$ cat config.mk
export PLATFORM = sky130hd
export DESIGN_NAME = fifo_rd_stream
export DESIGN_NICKNAME = d
export VERILOG_FILES = /design/src/rtl/fifo_rd_stream.sv
export SDC_FILE = /design/constraint.sdc
export NUM_CORES = 1
export LEC_CHECK = 0
export ABC_AREA = 1
export BUFFER_PORTS_ARGS = -buffer_cell sky130_fd_sc_hd__buf_2
export CAP_MARGIN = 25
export CORE_MARGIN = 5
export CORE_UTILIZATION = 40
export CTS_CLUSTER_SIZE = 25
export DETAILED_ROUTE_END_ITERATION = 8
export HOLD_SLACK_MARGIN = 0.12
export PLACE_DENSITY = 0.6
export SYNTH_ARGS = -nofsm -noshare
export SYNTH_HDL_FRONTEND = slang
export SYNTH_SLANG_ARGS = --single-unit
$ cat constraint.sdc
create_clock -name clk -period 3.6 [get_ports clk]
set_input_delay 0.36 -clock clk [delete_from_list [all_inputs] [get_ports clk]]
set_output_delay 0.36 -clock clk [all_outputs]
set_load 0.01 [all_outputs]
$ cat src/rtl/fifo_rd_stream.sv
// Read-side drain stage for sync_fifo: turns the 1-cycle-latency FIFO read port into a
// bubble-free valid/ready stream. Optional beat counter enabled by FIFO_RD_STREAM_CNT_EN.
module fifo_rd_stream #(
   parameter int unsigned DATAWIDTH = 8
) (
   input  logic                 clk,
   input  logic                 reset,
   input  logic                 fifo_empty,
   input  logic [DATAWIDTH-1:0] fifo_dout,
   output logic                 fifo_rd_en,
   output logic                 m_valid,
   input  logic                 m_ready,
   output logic [DATAWIDTH-1:0] m_data
`ifdef FIFO_RD_STREAM_CNT_EN
   ,
   output logic [15:0]          beat_count
`endif
);

   typedef enum logic [1:0] {StEmpty = 2'd0, StOne = 2'd1, StTwo = 2'd2} occ_e;

   occ_e                 occ_q;
   logic                 pending_q;
   logic [DATAWIDTH-1:0] tail_q;
   logic [1:0]           occ_cnt;
   logic [2:0]           fill;
   logic                 pop;
   logic                 push;

   assign occ_cnt = occ_q;
   assign pop     = m_valid && m_ready;
   assign push    = pending_q;

   // Credit check counts the in-flight read so the 2-entry buffer can never overflow.
   assign fill       = {1'b0, occ_cnt} + {2'b00, pending_q} - {2'b00, pop};
   assign fifo_rd_en = reset && !fifo_empty && (fill < 3'd2);

   // m_data is the head entry; tail_q holds the second word while the sink stalls.
   always_ff @(posedge clk or negedge reset) begin
      if (!reset) begin
         occ_q     <= StEmpty;
         pending_q <= 1'b0;
         m_valid   <= 1'b0;
         m_data    <= '0;
         tail_q    <= '0;
      end else begin
         pending_q <= fifo_rd_en;
         unique case (occ_q)
            StEmpty: begin
               if (push) begin
                  occ_q   <= StOne;
                  m_valid <= 1'b1;
                  m_data  <= fifo_dout;
               end
            end
            StOne: begin
               if (push && !pop) begin
                  occ_q  <= StTwo;
                  tail_q <= fifo_dout;
               end else if (push && pop) begin
                  m_data <= fifo_dout;
               end else if (pop) begin
                  occ_q   <= StEmpty;
                  m_valid <= 1'b0;
               end
            end
            StTwo: begin
               if (pop) begin
                  m_data <= tail_q;
                  if (push) begin
                     tail_q <= fifo_dout;
                  end else begin
                     occ_q <= StOne;
                  end
               end
            end
            default: begin
               occ_q   <= StEmpty;
               m_valid <= 1'b0;
            end
         endcase
      end
   end

   no_push_when_full: assert property (@(posedge clk) disable iff (!reset)
      !(pending_q && (occ_q == StTwo) && !pop));

`ifdef FIFO_RD_STREAM_CNT_EN
   always_ff @(posedge clk or negedge reset) begin
      if (!reset) begin
         beat_count <= 16'h0000;
      end else if (pop) begin
         beat_count <= beat_count + 16'h0001;
      end
   end
`endif

endmodule

---- Yosys cells after proc, flatten, opt, wreduce, memory -nomap -nowiden ----
Cells that the tools add are included.
word-level totals
  flip-flop bits (word level) ............. 20
  input bits .............................. 12
  output and inout bits ................... 10
  word-level logic and storage cells ...... 56
operators by class
  add/sub/neg operators ................... 2
  magnitude comparators ................... 1
  equal/unequal tests ..................... 13
  multiplexer cells ....................... 20
  bitwise operators ....................... 1
  reduce and logical (&&, ||, !) cells .... 14
operators with widths
  kind                                                        count
  two-way mux 8 bit                                           6
  one-hot mux 8 bit (3 select lines)                          1
  inequality test 2 bit, second input constant                9
  one-hot mux 8 bit (2 select lines)                          1
  AND reduction 5 bit                                         3
  two-way mux 2 bit                                           6
  inequality test 3 bit, second input constant                2
  one-hot mux 2 bit (3 select lines)                          1
  logical AND 1 bit                                           5
  two-way mux 1 bit                                           4
  AND reduction 4 bit                                         1
  adder 2 x 1 -> 3 bit                                        1
  less-than comparator 3 x 2 -> 1 bit, second input constant  1
  one-hot mux 1 bit (3 select lines)                          1
  nonzero test 3 bit                                          1
  subtractor 3 x 1 -> 3 bit                                   1
  equality test 2 x 1 -> 1 bit, second input constant         1
  equality test 2 bit, second input constant                  1
  logical NOT 1 bit                                           2
  logical NOT 2 bit                                           1
  nonzero test 2 bit                                          1
  NOT 1 bit                                                   1

---- Longest topological paths before layout ----
  depth in word-level cells ............... 5
  gate-level depth with buffers ........... 8

---- Least setup slack after synthesis ----
Ideal clock, no wire load.
  path kind ............................... register to output
  start point ............................. register m_valid
  end point ............................... output fifo_rd_en
  data arrival time ....................... 1.663 ns
  data required time ...................... 3.240 ns
  slack ................................... 1.577 ns
  cell stages (with the launch flop) ...... 7
  path buffers ............................ 0
  path through ............................ dfrtp_1 -> nand2_2 -> nor2_4 -> o21ai_0 -> fa_1 -> nand2_1 -> nor3_1
on the way
  cells in the longest elaborated chain, start to end .. 4
ends and longest elaborated chain
  item                                 RTL line  source
  from (decl)                          11        output logic m_valid,
  from (signal assigned)               43        m_valid <= 1'b0;
  from (signal assigned)               52        m_valid <= 1'b1;
  from (signal assigned)               64        m_valid <= 1'b0;
  logical AND 1 bit                    31        assign pop = m_valid && m_ready;
  subtractor 3 x 1 -> 3 bit            35        assign fill = {1'b0, occ_cnt} + {2'b00, pending_q} - {2'b00, pop};
  less-than comparator 3 x 2 -> 1 bit  36        assign fifo_rd_en = reset && !fifo_empty && (fill < 3'd2);
  logical AND 1 bit                    36
  to (decl)                            10        output logic fifo_rd_en,
Every way passes these cells.

---- Final worst setup path ----
  start point ............................. register pending_q
  end point ............................... output fifo_rd_en
on the way
  cells in the longest elaborated chain, start to end .. 4
ends and longest elaborated chain
  item                                 RTL line  source
  from (decl)                          23        logic pending_q;
  from (signal assigned)               47        pending_q <= fifo_rd_en;
  adder 2 x 1 -> 3 bit                 35
  subtractor 3 x 1 -> 3 bit            35
  less-than comparator 3 x 2 -> 1 bit  36
  logical AND 1 bit                    36
Every way passes these cells.

==> PnR_summary.wiki <==
{| class="wikitable"
! Metric !! Value
|-
| Portion of the clock cycle consumed by the worst path in the final layout || 0.684
|-
| Gr ovfl total || 0
|-
| Filler cells || 257
|-
| Total Wirelength || 2.08 mm
|-
| Routability congestion estimate from global placement || 0.820
|-
| Worst-Skew Late Latency || 300 ps
|-
| Path type of the worst setup path || reg2out
|-
| Core Box Area || 0.00250 sq mm
|-
| Aggregate negative setup slack || 0 ps
|-
| Count of TritonRoute iterations in the first routing pass || 4
|-
| TritonCTS clock tree || built
|-
| Global-route wire length before repair || 3.50 mm
|-
| Leading cell types by total area after synthesis || sky130_fd_sc_hd__dfrtp_1 (48%), sky130_fd_sc_hd__nand2_1 (24%), sky130_fd_sc_hd__nand2_2 (6.0%)
|-
| GRT Overall Usage || 0.124
|-
| Mean post-synth cell area || 8.20 sq um
|-
| DRC || 0
|-
| Cell count after placement || 178
|-
| Horiz. Die Dim || 61.2 microns
|-
| Multi-input logic area || 514 sq um
|-
| Power per cell area || 788 mW/mm^2
|-
| # diodes || 0
|-
| Outcome || finished, final reports clean
|-
| Total standard cell area after synthesis || 0.00105 sq mm
|-
| Worst-path cell with the longest stage delay || sky130_fd_sc_hd__fa_1
|-
| Slew at the pin closest to its max-slew limit || 465 ps
|-
| Share of the synthesized area in the top cell type || 0.477
|-
| Design Power || 0.000957 W
|-
| Commonest non-fill, non-tap cell in the layout || sky130_fd_sc_hd__nand2_1
|-
| Worst Clk Skew || 4.17 ps
|-
| Total of warnings raised by yosys || 0
|-
| Worst slew margin || 0.690
|-
| Post-route setup slack || 1140 ps
|-
| Vert. Die Dim || 61.2 microns
|-
| Crit path max fanout || 5
|-
| Startpoint class of the critical path || flip-flop
|-
| Critical-path cell list || inv_1 -> nor2_4 -> o21ai_0 -> fa_1 -> nand2_1 -> nor3_1 -> buf_2
|-
| Via Count || 836
|-
| Worst EP arrival || 2100 ps
|-
| Unique cell type count in the Yosys netlist || 19
|-
| Static leakage power || 0.689 nW
|-
| Pre-CTS worst setup slack || 1430 ps
|-
| Post-synthesis cell type with the largest combined area || sky130_fd_sc_hd__dfrtp_1
|-
| Boundary pin count || 22
|-
| TritonCTS Buffers || 3
|-
| Buffer levels on the longest clock path || 2
|-
| Unrepaired setup endpoints after global routing || false
|-
| Synth-to-layout area growth || 15.6%
|-
| Hold Path Class || in2reg
|-
| Share of cells above drive strength 1 || 0.283
|-
| DR iter-0 viols || 38
|-
| Post-cts resize count || 0
|-
| Sequential-to-total area share from yosys stat || 0.477
|-
| Die Outline Area || 0.00375 sq mm
|-
| Post-route antenna net violation count || 0
|-
| Number of global-route vias before repair || 805
|-
| Count of clock tree sinks || 20
|-
| Post-Layout Cell Count || 182
|-
| Final core utilization || 0.485
|-
| Clock tree root driver cell || sky130_fd_sc_hd__clkbuf_4
|-
| Maximum number of pins on one net before global-route repair || 22
|-
| Initial antenna violation count || 0
|-
| Number of flip-flops and latches in the synthesized netlist || 20
|-
| Time the worst path needs with I/O delays and setup || 2460 ps
|-
| Drt wl/cell || 11.5 microns
|-
| Crit path capture type || output port
|-
| Finish-stage setup viols || 0
|-
| Number of vias per cell after detailed routing || 4.59
|-
| Highest ir drop seen on vdd || 0.000357 V
|-
| Number of buffer cells added on primary ports || 21
|-
| Sequential cell area || 500 sq um
|-
| Maximum achievable frequency || 406 MHz
|-
| Commonest cells after routing, fill and taps aside || sky130_fd_sc_hd__nand2_1 (67), sky130_fd_sc_hd__buf_2 (21), sky130_fd_sc_hd__dfrtp_1 (20)
|-
| Clock transition at the register clock pins on the worst setup and hold paths after CTS || 100 ps
|-
| Placed wire-length estimate || 1.53 mm
|-
| Largest incremental delay on the critical path || 490 ps
|-
| Max Cap Viol || 0
|-
| Std cell rows || 18
|-
| Deepest level of the CTS H-tree || 1
|-
| Count of final max-slew check failures || 0
|-
| Final hold violation count || 0
|-
| Required @ worst endpoint || 3240 ps
|-
| Initial standard-cell utilization of the core || 0.420
|-
| Post-Syn Instances || 128
|-
| Net count reported at finish || 167
|-
| Post-Syn Nets || 141
|}
repair_timing:
item | in CTS | in global routing
hold buffers | 1 | 0
buffers inserted | 0 | 0
hold endpoints to repair | 20 | 0
flip-flops by register name (all words and copies together) (netlist names):
signal	flops
m_data	8
m_valid	1
occ_cnt	2
pending_q	1
tail_q	8
final timing paths:
path                                        from                    end  slack [ps]  depth (start not counted)
min                                   fifo_empty    pending_q$_DFF_PN0_         220                          2
min in group asynchronous                  reset    m_valid$_DFFE_PN0P_         530                          2
min reg2reg                m_data[6]$_DFFE_PN0P_  m_data[6]$_DFFE_PN0P_         480                          2
max reg2reg                  pending_q$_DFF_PN0_    pending_q$_DFF_PN0_        1870                          6
max                          pending_q$_DFF_PN0_             fifo_rd_en        1140                          7
max in group asynchronous                  reset  m_data[3]$_DFFE_PN0P_        2740                          2
area by class of cell:
type | instances | area share
inverter | 5 | 0.0196
multi-input combinational | 102 | 0.424
timing repair buffer | 22 | 0.0948
tap | 30 | 0.0309
clock buffer | 3 | 0.0186
sequential | 20 | 0.412
Yosys cell counts (all sizes together):
cell type  instances
nor3               1
fa                 1
nand3             11
o211ai             1
o21ai              2
xor2               1
buf                1
inv                5
dfrtp             20
nand2             81
nor2               3
nand4              1
report_power, final:
part	leakage, nW	switching, W	total [W]	internal [W]
Sequential	0.254	0.0000688	0.000395	0.000326
Clock	0.0138	0.0000647	0.000104	0.0000390
Combinational	0.421	0.000287	0.000458	0.000171
Total	0.689	0.000420	0.000957	0.000537
through the flow:
step | hold slack (ps) | cell area, sq um
floorplan | 64.4 | 1050
global placement | 343 | 1180
detailed placement | 344 | 1180
CTS | 209 | 1210
global route | 205 | 1210
finish | 219 | 1210
metal layers:
layer	wire, microns	part of all wire	global-route usage	up-vias
met5	0	0	0	-
met4	10	0.0048	0.0186	0
met3	143	0.069	0.0440	2
met2	928	0.45	0.189	21
met1	1000	0.48	0.174	364
li1	-	-	-	449
logic make-up (layout without fill, tap and decap cells):
family,Yosys count,count (layout),synth area share
xor+xnor,1,1,0.00834
simple gates,97,97,0.446
fa+ha+maj,1,1,0.0191
buf+inv,6,30,0.0334
flops,20,20,0.477
compound gates,3,3,0.0167
critical path, delay by kind of cell (launching register included):
kind                       cells  cell delay [ps]
AOI/OAI and AO/OA              1              120
adders and majority gates      1              490
buffers and inverters          2              290
DFF                            1              450
and+or+nand+nor                3              460
No activity file was read; power rests on OpenSTA's default activity.
